### src/rtl/gpu_mac_pipeline_param_if.sv
// Stream bundle for the multi-lane MAC pipeline:
// activation beats in, per-lane result beats out.
interface gpu_mac_pipeline_param_if #(
   parameter int LANES  = 4,
   parameter int DATA_W = 8,
   parameter int ADDR_W = 4,
   parameter int ACC_W  = 32
);
   logic                      in_valid;
   logic                      in_ready;
   logic                      in_last;
   logic [ADDR_W-1:0]         weight_addr;
   logic [LANES*DATA_W-1:0]   activation_in;
   logic                      out_valid;
   logic                      out_ready;
   logic [LANES*ACC_W-1:0]    result_out;
   logic [LANES-1:0]          zero_skip_mask;

   modport master (
      output in_valid, in_last, weight_addr,
      output activation_in, out_ready,
      input  in_ready, out_valid, result_out,
      input  zero_skip_mask
   );

   modport slave (
      input  in_valid, in_last, weight_addr,
      input  activation_in, out_ready,
      output in_ready, out_valid, result_out,
      output zero_skip_mask
   );
endinterface

### src/rtl/gpu_mac_pipeline_param.sv
// Multi-lane MAC pipeline: banked weights, saturating
// dequant, zero-skip multiply, grouped accumulate.
module gpu_mac_pipeline_param #(
   parameter int LANES  = 4,
   parameter int DATA_W = 8,
   parameter int ADDR_W = 4,
   parameter int ACC_W  = 32,
   localparam int LANE_W = $clog2(LANES)
) (
   input  logic                clk,
   input  logic                rst_n,
   input  logic [1:0]          mode,
   input  logic [3:0]          dq_scale,
   input  logic [3:0]          dq_offset,
   input  logic                mem_write_en,
   input  logic [ADDR_W-1:0]   mem_write_idx,
   input  logic [LANE_W-1:0]   mem_write_lane,
   input  logic [DATA_W-1:0]   mem_write_val,
   gpu_mac_pipeline_param_if.slave bus,
   output logic [4:0]          pipe_active,
   output logic [15:0]         skip_count
);
   localparam int DEPTH  = 1 << ADDR_W;
   localparam int DQ_W   = DATA_W + 5;
   localparam int PROD_W = 2 * DATA_W;
   localparam int CNT_W  = LANE_W + 1;

   logic [DATA_W-1:0] mem [DEPTH][LANES];

   logic              advance, accept;

   logic              s0_valid, s0_last;
   logic [1:0]        s0_mode;
   logic [3:0]        s0_scale, s0_offset;
   logic [DATA_W-1:0] s0_w [LANES];
   logic [DATA_W-1:0] s0_act [LANES];

   logic [DQ_W-1:0]   dq_full [LANES];
   logic [DATA_W-1:0] w_eff [LANES];

   logic              s1_valid, s1_last, s1_acc_en;
   logic [DATA_W-1:0] s1_w [LANES];
   logic [DATA_W-1:0] s1_act [LANES];

   logic [LANES-1:0]  skip_d;
   logic [PROD_W-1:0] prod_d [LANES];

   logic              s2_valid, s2_last, s2_acc_en;
   logic [LANES-1:0]  s2_skip;
   logic [PROD_W-1:0] s2_prod [LANES];

   logic [CNT_W-1:0]  n_skip;
   logic [16:0]       sc_sum;

   logic [ACC_W-1:0]  acc [LANES];
   logic [ACC_W-1:0]  sum [LANES];
   logic [LANES-1:0]  grp_hit, mask_d;

   logic              s3_valid;
   logic [ACC_W-1:0]  s3_res [LANES];
   logic [LANES-1:0]  s3_mask;

   logic                   s4_valid;
   logic [LANES*ACC_W-1:0] s4_res;
   logic [LANES-1:0]       s4_mask;

   assign advance = !s4_valid || bus.out_ready;
   assign accept  = bus.in_valid && advance;

   assign bus.in_ready       = advance;
   assign bus.out_valid      = s4_valid;
   assign bus.result_out     = s4_res;
   assign bus.zero_skip_mask = s4_mask;

   assign pipe_active = {s4_valid, s3_valid,
                         s2_valid, s1_valid, s0_valid};

   // Weight memory; reads see the pre-write row.
   always_ff @(posedge clk or negedge rst_n) begin
      if (!rst_n) begin
         for (int r = 0; r < DEPTH; r++)
            for (int l = 0; l < LANES; l++)
               mem[r][l] <= '0;
      end else if (mem_write_en) begin
         mem[mem_write_idx][mem_write_lane] <= mem_write_val;
      end
   end

   // S0: fetch weight row and capture beat controls.
   always_ff @(posedge clk or negedge rst_n) begin
      if (!rst_n) begin
         s0_valid  <= 1'b0;
         s0_last   <= 1'b0;
         s0_mode   <= '0;
         s0_scale  <= '0;
         s0_offset <= '0;
         for (int l = 0; l < LANES; l++) begin
            s0_w[l]   <= '0;
            s0_act[l] <= '0;
         end
      end else if (advance) begin
         s0_valid <= accept;
         if (accept) begin
            s0_last   <= bus.in_last;
            s0_mode   <= mode;
            s0_scale  <= dq_scale;
            s0_offset <= dq_offset;
            for (int l = 0; l < LANES; l++) begin
               s0_w[l]   <= mem[bus.weight_addr][l];
               s0_act[l] <=
                  bus.activation_in[l*DATA_W +: DATA_W];
            end
         end
      end
   end

   // Dequant: w*scale+offset, clamped to the data range.
   always_comb begin
      for (int l = 0; l < LANES; l++) begin
         dq_full[l] = DQ_W'(s0_w[l]) * DQ_W'(s0_scale)
                    + DQ_W'(s0_offset);
         if (!s0_mode[0])
            w_eff[l] = s0_w[l];
         else if (|dq_full[l][DQ_W-1:DATA_W])
            w_eff[l] = '1;
         else
            w_eff[l] = dq_full[l][DATA_W-1:0];
      end
   end

   // S1: register dequantised weights.
   always_ff @(posedge clk or negedge rst_n) begin
      if (!rst_n) begin
         s1_valid  <= 1'b0;
         s1_last   <= 1'b0;
         s1_acc_en <= 1'b0;
         for (int l = 0; l < LANES; l++) begin
            s1_w[l]   <= '0;
            s1_act[l] <= '0;
         end
      end else if (advance) begin
         s1_valid  <= s0_valid;
         s1_last   <= s0_last;
         s1_acc_en <= s0_mode[1];
         for (int l = 0; l < LANES; l++) begin
            s1_w[l]   <= w_eff[l];
            s1_act[l] <= s0_act[l];
         end
      end
   end

   // Zero-detect gates the multiplier operands.
   always_comb begin
      for (int l = 0; l < LANES; l++) begin
         skip_d[l] = (s1_w[l] == '0) || (s1_act[l] == '0);
         prod_d[l] = skip_d[l] ? '0 :
                     PROD_W'(s1_w[l]) * PROD_W'(s1_act[l]);
      end
   end

   // S2: register products and skip flags.
   always_ff @(posedge clk or negedge rst_n) begin
      if (!rst_n) begin
         s2_valid  <= 1'b0;
         s2_last   <= 1'b0;
         s2_acc_en <= 1'b0;
         s2_skip   <= '0;
         for (int l = 0; l < LANES; l++)
            s2_prod[l] <= '0;
      end else if (advance) begin
         s2_valid  <= s1_valid;
         s2_last   <= s1_last;
         s2_acc_en <= s1_acc_en;
         s2_skip   <= skip_d;
         for (int l = 0; l < LANES; l++)
            s2_prod[l] <= prod_d[l];
      end
   end

   // Skipped-lane tally for the beat leaving S2.
   always_comb begin
      n_skip = '0;
      for (int l = 0; l < LANES; l++)
         n_skip = n_skip + CNT_W'(s2_skip[l]);
      sc_sum = 17'(skip_count) + 17'(n_skip);
   end

   // Saturating skip counter.
   always_ff @(posedge clk or negedge rst_n) begin
      if (!rst_n)
         skip_count <= '0;
      else if (advance && s2_valid)
         skip_count <= sc_sum[16] ? 16'hFFFF : sc_sum[15:0];
   end

   // Group sum and AND-of-skips mask.
   always_comb begin
      for (int l = 0; l < LANES; l++)
         sum[l] = (s2_acc_en ? acc[l] : '0)
                + ACC_W'(s2_prod[l]);
      mask_d = s2_acc_en ? (s2_skip & ~grp_hit) : s2_skip;
   end

   // S3: accumulate; only closing beats go forward.
   always_ff @(posedge clk or negedge rst_n) begin
      if (!rst_n) begin
         s3_valid <= 1'b0;
         s3_mask  <= '0;
         grp_hit  <= '0;
         for (int l = 0; l < LANES; l++) begin
            acc[l]    <= '0;
            s3_res[l] <= '0;
         end
      end else if (advance) begin
         if (s2_valid && s2_acc_en && !s2_last) begin
            s3_valid <= 1'b0;
            grp_hit  <= grp_hit | ~s2_skip;
            for (int l = 0; l < LANES; l++)
               acc[l] <= sum[l];
         end else if (s2_valid) begin
            s3_valid <= 1'b1;
            s3_mask  <= mask_d;
            grp_hit  <= '0;
            for (int l = 0; l < LANES; l++) begin
               s3_res[l] <= sum[l];
               acc[l]    <= '0;
            end
         end else begin
            s3_valid <= 1'b0;
         end
      end
   end

   // S4: output register, held while stalled.
   always_ff @(posedge clk or negedge rst_n) begin
      if (!rst_n) begin
         s4_valid <= 1'b0;
         s4_res   <= '0;
         s4_mask  <= '0;
      end else if (advance) begin
         s4_valid <= s3_valid;
         if (s3_valid) begin
            s4_mask <= s3_mask;
            for (int l = 0; l < LANES; l++)
               s4_res[l*ACC_W +: ACC_W] <= s3_res[l];
         end
      end
   end
endmodule

### src/flat_wrapper.sv
// flat-port wrapper written by rule: the top's interface ports become plain ports
module gpu_mac_pipeline_param_flat 
#(
   parameter int LANES  = 4,
   parameter int DATA_W = 8,
   parameter int ADDR_W = 4,
   parameter int ACC_W  = 32,
   localparam int LANE_W = $clog2(LANES)
)
  (clk, rst_n, mode, dq_scale, dq_offset, mem_write_en, mem_write_idx, mem_write_lane, mem_write_val, pipe_active, skip_count, bus_in_valid, bus_in_last, bus_weight_addr, bus_activation_in, bus_out_ready, bus_in_ready, bus_out_valid, bus_result_out, bus_zero_skip_mask);
  gpu_mac_pipeline_param_if #(.LANES(LANES), .DATA_W(DATA_W), .ADDR_W(ADDR_W), .ACC_W(ACC_W)) bus_i ();
  input  logic clk;
  input  logic rst_n;
  input  logic [1:0] mode;
  input  logic [3:0] dq_scale;
  input  logic [3:0] dq_offset;
  input  logic mem_write_en;
  input  logic [ADDR_W-1:0] mem_write_idx;
  input  logic [LANE_W-1:0] mem_write_lane;
  input  logic [DATA_W-1:0] mem_write_val;
  output logic [4:0] pipe_active;
  output logic [15:0] skip_count;
  input wire logic [$bits(bus_i.in_valid)-1:0] bus_in_valid;
  input wire logic [$bits(bus_i.in_last)-1:0] bus_in_last;
  input wire logic [$bits(bus_i.weight_addr)-1:0] bus_weight_addr;
  input wire logic [$bits(bus_i.activation_in)-1:0] bus_activation_in;
  input wire logic [$bits(bus_i.out_ready)-1:0] bus_out_ready;
  output wire logic [$bits(bus_i.in_ready)-1:0] bus_in_ready;
  output wire logic [$bits(bus_i.out_valid)-1:0] bus_out_valid;
  output wire logic [$bits(bus_i.result_out)-1:0] bus_result_out;
  output wire logic [$bits(bus_i.zero_skip_mask)-1:0] bus_zero_skip_mask;
  assign bus_i.in_valid = bus_in_valid;
  assign bus_i.in_last = bus_in_last;
  assign bus_i.weight_addr = bus_weight_addr;
  assign bus_i.activation_in = bus_activation_in;
  assign bus_i.out_ready = bus_out_ready;
  assign bus_in_ready = bus_i.in_ready;
  assign bus_out_valid = bus_i.out_valid;
  assign bus_result_out = bus_i.result_out;
  assign bus_zero_skip_mask = bus_i.zero_skip_mask;
  gpu_mac_pipeline_param #(.LANES(LANES), .DATA_W(DATA_W), .ADDR_W(ADDR_W), .ACC_W(ACC_W)) u_core (.clk(clk), .rst_n(rst_n), .mode(mode), .dq_scale(dq_scale), .dq_offset(dq_offset), .mem_write_en(mem_write_en), .mem_write_idx(mem_write_idx), .mem_write_lane(mem_write_lane), .mem_write_val(mem_write_val), .bus(bus_i), .pipe_active(pipe_active), .skip_count(skip_count));
endmodule
### config.mk
export PLATFORM = sky130hd
export DESIGN_NAME = gpu_mac_pipeline_param_flat
export DESIGN_NICKNAME = d
export VERILOG_FILES = /design/src/rtl/gpu_mac_pipeline_param_if.sv /design/src/rtl/gpu_mac_pipeline_param.sv /design/src/flat_wrapper.sv
export SDC_FILE = /design/constraint.sdc
export NUM_CORES = 2
export LEC_CHECK = 0
export BUFFER_PORTS_ARGS = -buffer_cell sky130_fd_sc_hd__buf_2
export CORE_ASPECT_RATIO = 1.4
export CORE_MARGIN = 2
export CORE_UTILIZATION = 40
export CTS_BUF_LIST = sky130_fd_sc_hd__clkbuf_8
export DETAILED_ROUTE_END_ITERATION = 6
export PLACE_DENSITY = 0.62
export SYNTH_ARGS = -nofsm -noshare
export SYNTH_HDL_FRONTEND = slang
export SYNTH_SLANG_ARGS = --single-unit
### constraint.sdc
create_clock -name clk -period 5.2 [get_ports clk]
set_clock_uncertainty 0.2 [all_clocks]
set_input_delay 0.52 -clock clk [delete_from_list [all_inputs] [get_ports clk]]
set_output_delay 0.52 -clock clk [all_outputs]
set_load 0.01 [all_outputs]
Yosys cells after proc, flatten, opt, wreduce, memory -nomap -nowiden
Index checks and enable logic that the tools add are counted.

Register bits: 1140. Bits in latches: 0. Bits in writable memories: 0. ROM bits: 0. Bits of input ports: 66. Output and inout port bits: 155. Memories kept: 0.

Add/subtract/negate cells: 12. Multipliers: 8. Divide/modulo/power cells: 0. Magnitude comparators: 5. Equal/unequal tests: 0. Shift-type cells: 0. Muxes and demuxes: 32. Bitwise operators: 8. Reductions and logical operators: 30.

Operators by type and width (count): 512-bit bitwise mux (1); 128-bit two-way mux (2); 32-bit two-way mux (7); 32-bit by 16-bit adder with 32-bit output (4); 32-bit binary-select mux with 4-bit select (1); 32-bit demux with 4-bit select (1); 16-bit two-way mux (5); 8-bit two-way mux (9); 8-bit zero test (8); 8-bit by 8-bit multiplier with 16-bit output (4); 12-bit by 4-bit adder with 13-bit output (4); 8-bit by 4-bit multiplier with 12-bit output (4); 5-bit OR reduction (4); 16-bit by 3-bit adder with 17-bit output (1); 8-bit demux with 2-bit select (1); 4-bit two-way mux (3); 5-bit greater-or-equal comparator (second input constant) (2); 4-bit NOT with 5-bit output (2); 4-bit NOT (2); 3-bit by 1-bit adder with 3-bit output (2); 1-bit logical AND (6); 2-bit AND reduction (3); 1-bit logical OR (5); 5-bit by 1-bit less-than comparator with 1-bit output (second input constant) (1); 11 further kinds (13).

Longest topological paths before layout
Depth after elaboration: 8. Gate-level depth with buffers: 18.

Least setup slack after synthesis
OpenSTA, ideal clock, no wires.

Kind: register to register. From: register u_core.s0_scale[3]. To: register u_core.s1_w[16] (netlist name). Arrival: 4.181 ns. Data required time: 4.861 ns. Slack: 0.680 ns. Stages on the path, launching flop included: 15. Buffers on the path: 1. Clock period less this slack: 4.520 ns. Path through: dfrtp_1 clkbuf_1 nand2_1 fa_1 fa_1 fa_1 inv_1 ha_1 nor2b_1 o21ai_0 a21boi_0 o211ai_1 mux2_2 a2111oi_4 a21oi_1.

Word-level cells in the longest chain between the ends: 5.

RTL lines: from (decl) (line gpu_mac_pipeline_param.sv:34) `logic [3:0] s0_scale, s0_offset;`; from (signal assigned) (line gpu_mac_pipeline_param.sv:106) `s0_scale <= dq_scale;`; 8-bit by 4-bit multiplier with 12-bit output (line gpu_mac_pipeline_param.sv:120) `dq_full[l] = DQ_W'(s0_w[l]) * DQ_W'(s0_scale)`; 12-bit by 4-bit adder with 13-bit output (line gpu_mac_pipeline_param.sv:121) `+ DQ_W'(s0_offset);`; 5-bit OR reduction (line gpu_mac_pipeline_param.sv:124) `else if (|dq_full[l][DQ_W-1:DATA_W])`; 8-bit two-way mux (line gpu_mac_pipeline_param.sv:124); 8-bit two-way mux (line gpu_mac_pipeline_param.sv:122) `if (!s0_mode[0])`; to (signal, indexed assignment) (line gpu_mac_pipeline_param.sv:146) `s1_w[l] <= w_eff[l];`; to (decl) (line gpu_mac_pipeline_param.sv:42) `logic [DATA_W-1:0] s1_w [LANES];`.

Every way passes these cells. A chain may end at the register's enable or synchronous reset.

Final worst setup path
From: register u_core.s1_act[2] (netlist name). To: register u_core.s2_prod[15] (netlist name).

Word-level cells in the longest chain between the ends: 3. Elaborated cells on any way between the ends: 4. Those cells by class: mul: 1; mux: 1; reduce/logical: 2.

RTL lines: from (decl) (line gpu_mac_pipeline_param.sv:43) `logic [DATA_W-1:0] s1_act [LANES];`; from (signal, indexed assignment) (line gpu_mac_pipeline_param.sv:147) `s1_act[l] <= s0_act[l];`; parallel branches: the longest is 2 deep, another holds 8-bit by 8-bit multiplier with 16-bit output; 16-bit two-way mux (*) (line gpu_mac_pipeline_param.sv:156) `prod_d[l] = skip_d[l] ? '0 :`; to (signal, indexed assignment) (line gpu_mac_pipeline_param.sv:176) `s2_prod[l] <= prod_d[l];`; to (decl) (line gpu_mac_pipeline_param.sv:50) `logic [PROD_W-1:0] s2_prod [LANES];`.

Mark *: on every way between the ends.

==> run summary <==
CTS tree: built
total power: 0.0462 W
mean area per synthesized cell: 11.6 µm²
Max Cap Viol: 0
Final Hold Viols: 0
LEAKAGE: 35.6 nW
max_slew headroom: 17.0%
Final nets: 6448
initial drt markers: 2709
dpl hpwl: 110000 µm
DRC violations left: 0
Buffers & Inverters on Critical Path: 4
final WL: 157000 µm
hold_buf cts: 45
post-layout min period: 4.85 ns
filler instances: 15000
Clock Latency Late Sink: 0.93 ns
Required @ worst endpoint: 5.79 ns
Int Power: 0.0272 W
Switch Pwr: 0.0190 W
crit path kind: flop to flop
Core Box Area: 162000 µm²
routing usage on met2: 32.0%
synthesized netlist cell count: 5614
fin. max-slew vios: 0
DR WL/cell: 19.3 µm
asr flop ratio synth: 100%
Distinct cells, synth: 97
crit-path max cell delay: 0.53 ns
critical path capture point type: flop
Post-CTS Setup Repair Bufs: 0
Worst Path Arrival: 5.43 ns
flops & latches, synth: 1140
f_max: 0.206 GHz
clk sink count: 1140
vias in the first global route: 44500
clock buffer depth: 3
Tcrit/Tclk final: 93.2%
worst hold slack: 0.0973 ns
gp weighted congestion: 0.837
Setup-failing EPs final: 0
Pwr per Cell Area: 633 nW/µm²
M1 GR Usage: 24.8%
part of the power in registers: 28.4%
worst-path fanout max: 10
sequential fraction of the synthesis area: 43.8%
Post-synth EDFFs: 0
first-pass GRT wire length: 252000 µm
most common cell after layout, fill and taps aside: dfrtp_1
clock buffer count from CTS: 182
DIE HEIGHT: 482 µm
HP Class: input pin to asynchronous set/reset pin
initial antenna violation count: 20
Die Wd: 345 µm
H-tree depth: 4
via count: 43000
GRT Util Overall: 19.0%
TritonRoute pass-1 iters: 7
net switching fraction of the power: 41.1%
num ports: 221
combinational share of power: 53.5%
Post-Syn Area: 65200 µm²
Worst-Margin Slew: 1.24 ns
most frequent cells in the layout: dfrtp_1 (1139), mux2_2 (736), nand2_1 (592)
layout cells sized above 1: 25.6%
largest net degree at the start of global routing: 135
GR peak layer: met2
CP max stage cell: fa_1
CTS resizes: 0
pre-CTS WS: 0.379 ns
worst-path cell chain: and2_1 -> fa_1 -> inv_1 -> fa_1 -> inv_1 -> fa_1 -> inv_1 -> fa_1 -> inv_1 -> ha_1 -> o21ai_0 -> o21ai_0 -> a31oi_1 -> a211oi_1 -> a31o_2 -> xnor2_1 -> a22o_1
Die ar.: 166000 µm²
row cnt: 175
Area Overhead vs Synth: 12.2%
critical path startpoint category: flop
final worst setup slack: 0.355 ns
outcome: completed
Reg clk slew, reported paths: 0.07 ns
worst vdd ir: 0.634 mV
top_reg_cell synth: dfrtp_1
port bufs: 220
final setup TNS: 0 ns
Clock Power Share: 18.0%
unrepaired setup endpoints after global routing: no
Starting Density: 40.2%
GRT overflow: 0
Routed Antenna Nets: 0
Via density: 5.29
Syn. warnings: 0
final core occ: 45.1%
CTS root buf: clkbuf_8
delay-heaviest family, CP: adder cells
syn_nets: 6211
Global Route met3 Usage: 3.42%
## flip-flops by register name (all words and copies together) (netlist names), 32 cells and up
name,cells
u_core.mem,512
u_core.acc,128
u_core.bus.result_out,128
u_core.s3_res,128
u_core.s2_prod,64
u_core.s0_act,32
u_core.s0_w,32
u_core.s1_act,32
u_core.s1_w,32
## area by class of cell
type | instances | area [µm²] | area share [%]
antenna | 7 | 17.5 | 0.0240
clock buffer | 224 | 3080 | 4.22
clock inverter | 107 | 917 | 1.26
inverter | 331 | 1240 | 1.70
multi-input combinational | 3854 | 34300 | 46.9
sequential | 1140 | 28500 | 39.0
tap | 2124 | 2660 | 3.64
timing repair buffer | 342 | 2330 | 3.18
## synth_stat cells (6+ instances only)
library cell | n | area [µm²]
a21oi_1 | 163 | 816
or4_1 | 14 | 105
o211ai_1 | 28 | 210
nand4_1 | 24 | 150
buf_1 | 29 | 109
and2_1 | 380 | 2380
a211o_1 | 11 | 96.3
mux4_2 | 160 | 3600
nor3_1 | 38 | 190
or2_2 | 13 | 81.3
dfrtp_1 | 1140 | 28500
o21ai_0 | 245 | 1230
and3_1 | 23 | 144
o21bai_1 | 8 | 60.1
clkbuf_1 | 220 | 826
inv_1 | 330 | 1240
mux2_2 | 736 | 8290
o31ai_1 | 31 | 233
a21o_1 | 57 | 428
nor2b_1 | 24 | 150
xnor2_1 | 84 | 736
or3_1 | 54 | 338
nor2_1 | 129 | 484
fa_1 | 210 | 4200
a22oi_1 | 7 | 52.6
o21a_1 | 28 | 210
and4_1 | 7 | 61.3
nor4_1 | 15 | 93.8
a311oi_1 | 6 | 52.6
buf_2 | 31 | 155
nand2b_1 | 32 | 200
a211oi_1 | 20 | 150
a22o_1 | 86 | 753
buf_4 | 8 | 60.1
nand2_1 | 597 | 2240
o311ai_0 | 6 | 52.6
xor2_1 | 88 | 771
nand3_1 | 75 | 375
a31oi_1 | 20 | 125
mux2i_1 | 11 | 110
ha_1 | 321 | 4020
## path summary, 6_finish.rpt
path	startpoint	end	slack (ns)	cells past startpoint
worst max-delay path	u_core.s1_act[2]	u_core.s2_prod[15]	0.35	17
worst min-delay path	rst_n	u_core.s2_prod[35]	0.1	2
worst max register to register	u_core.s1_act[2]	u_core.s2_prod[15]	0.35	17
worst min register to register	u_core.s0_act[9]	u_core.s1_act[9]	0.25	2
max in group asynchronous	rst_n	u_core.bus.result_out[108]	3.43	3
min in group clk	bus_out_ready	u_core.bus.out_valid	0.10	4
## logic make-up after synthesis
group	Yosys count	share of synthesized area, %
compound gates	781	7.90
xor+xnor	172	2.31
fa+ha+maj	531	12.6
buf+inv	620	3.68
flops	1140	43.8
mux	909	18.5
simple gates	1461	11.2
## power by group through the flow
stage | combinational [W] | sequential [W] | clock, W
3_3_place_gp | 0.0244 | 0.0132 | 0
2_1_floorplan | 0.0194 | 0.0125 | 0
6_report | 0.0247 | 0.0132 | 0.00834
5_1_grt | 0.0283 | 0.0135 | 0.00896
3_5_place_dp | 0.0248 | 0.0133 | 0
4_1_cts | 0.0251 | 0.0131 | 0.00858
## metal layers
metal | vias to the layer above | routed length, µm
met5 | - | 136
met4 | 18 | 4350
met3 | 259 | 7580
met2 | 949 | 75300
met1 | 21700 | 69200
li1 | 20100 | -
## through the flow
step,instance area (µm²),cells
2_1_floorplan,65200,5614
3_3_place_gp,68600,7746
3_5_place_dp,68600,7746
4_1_cts,73100,8122
5_1_grt,73100,8123
6_report,73100,8129
Power figures use the tool's default switching activity.
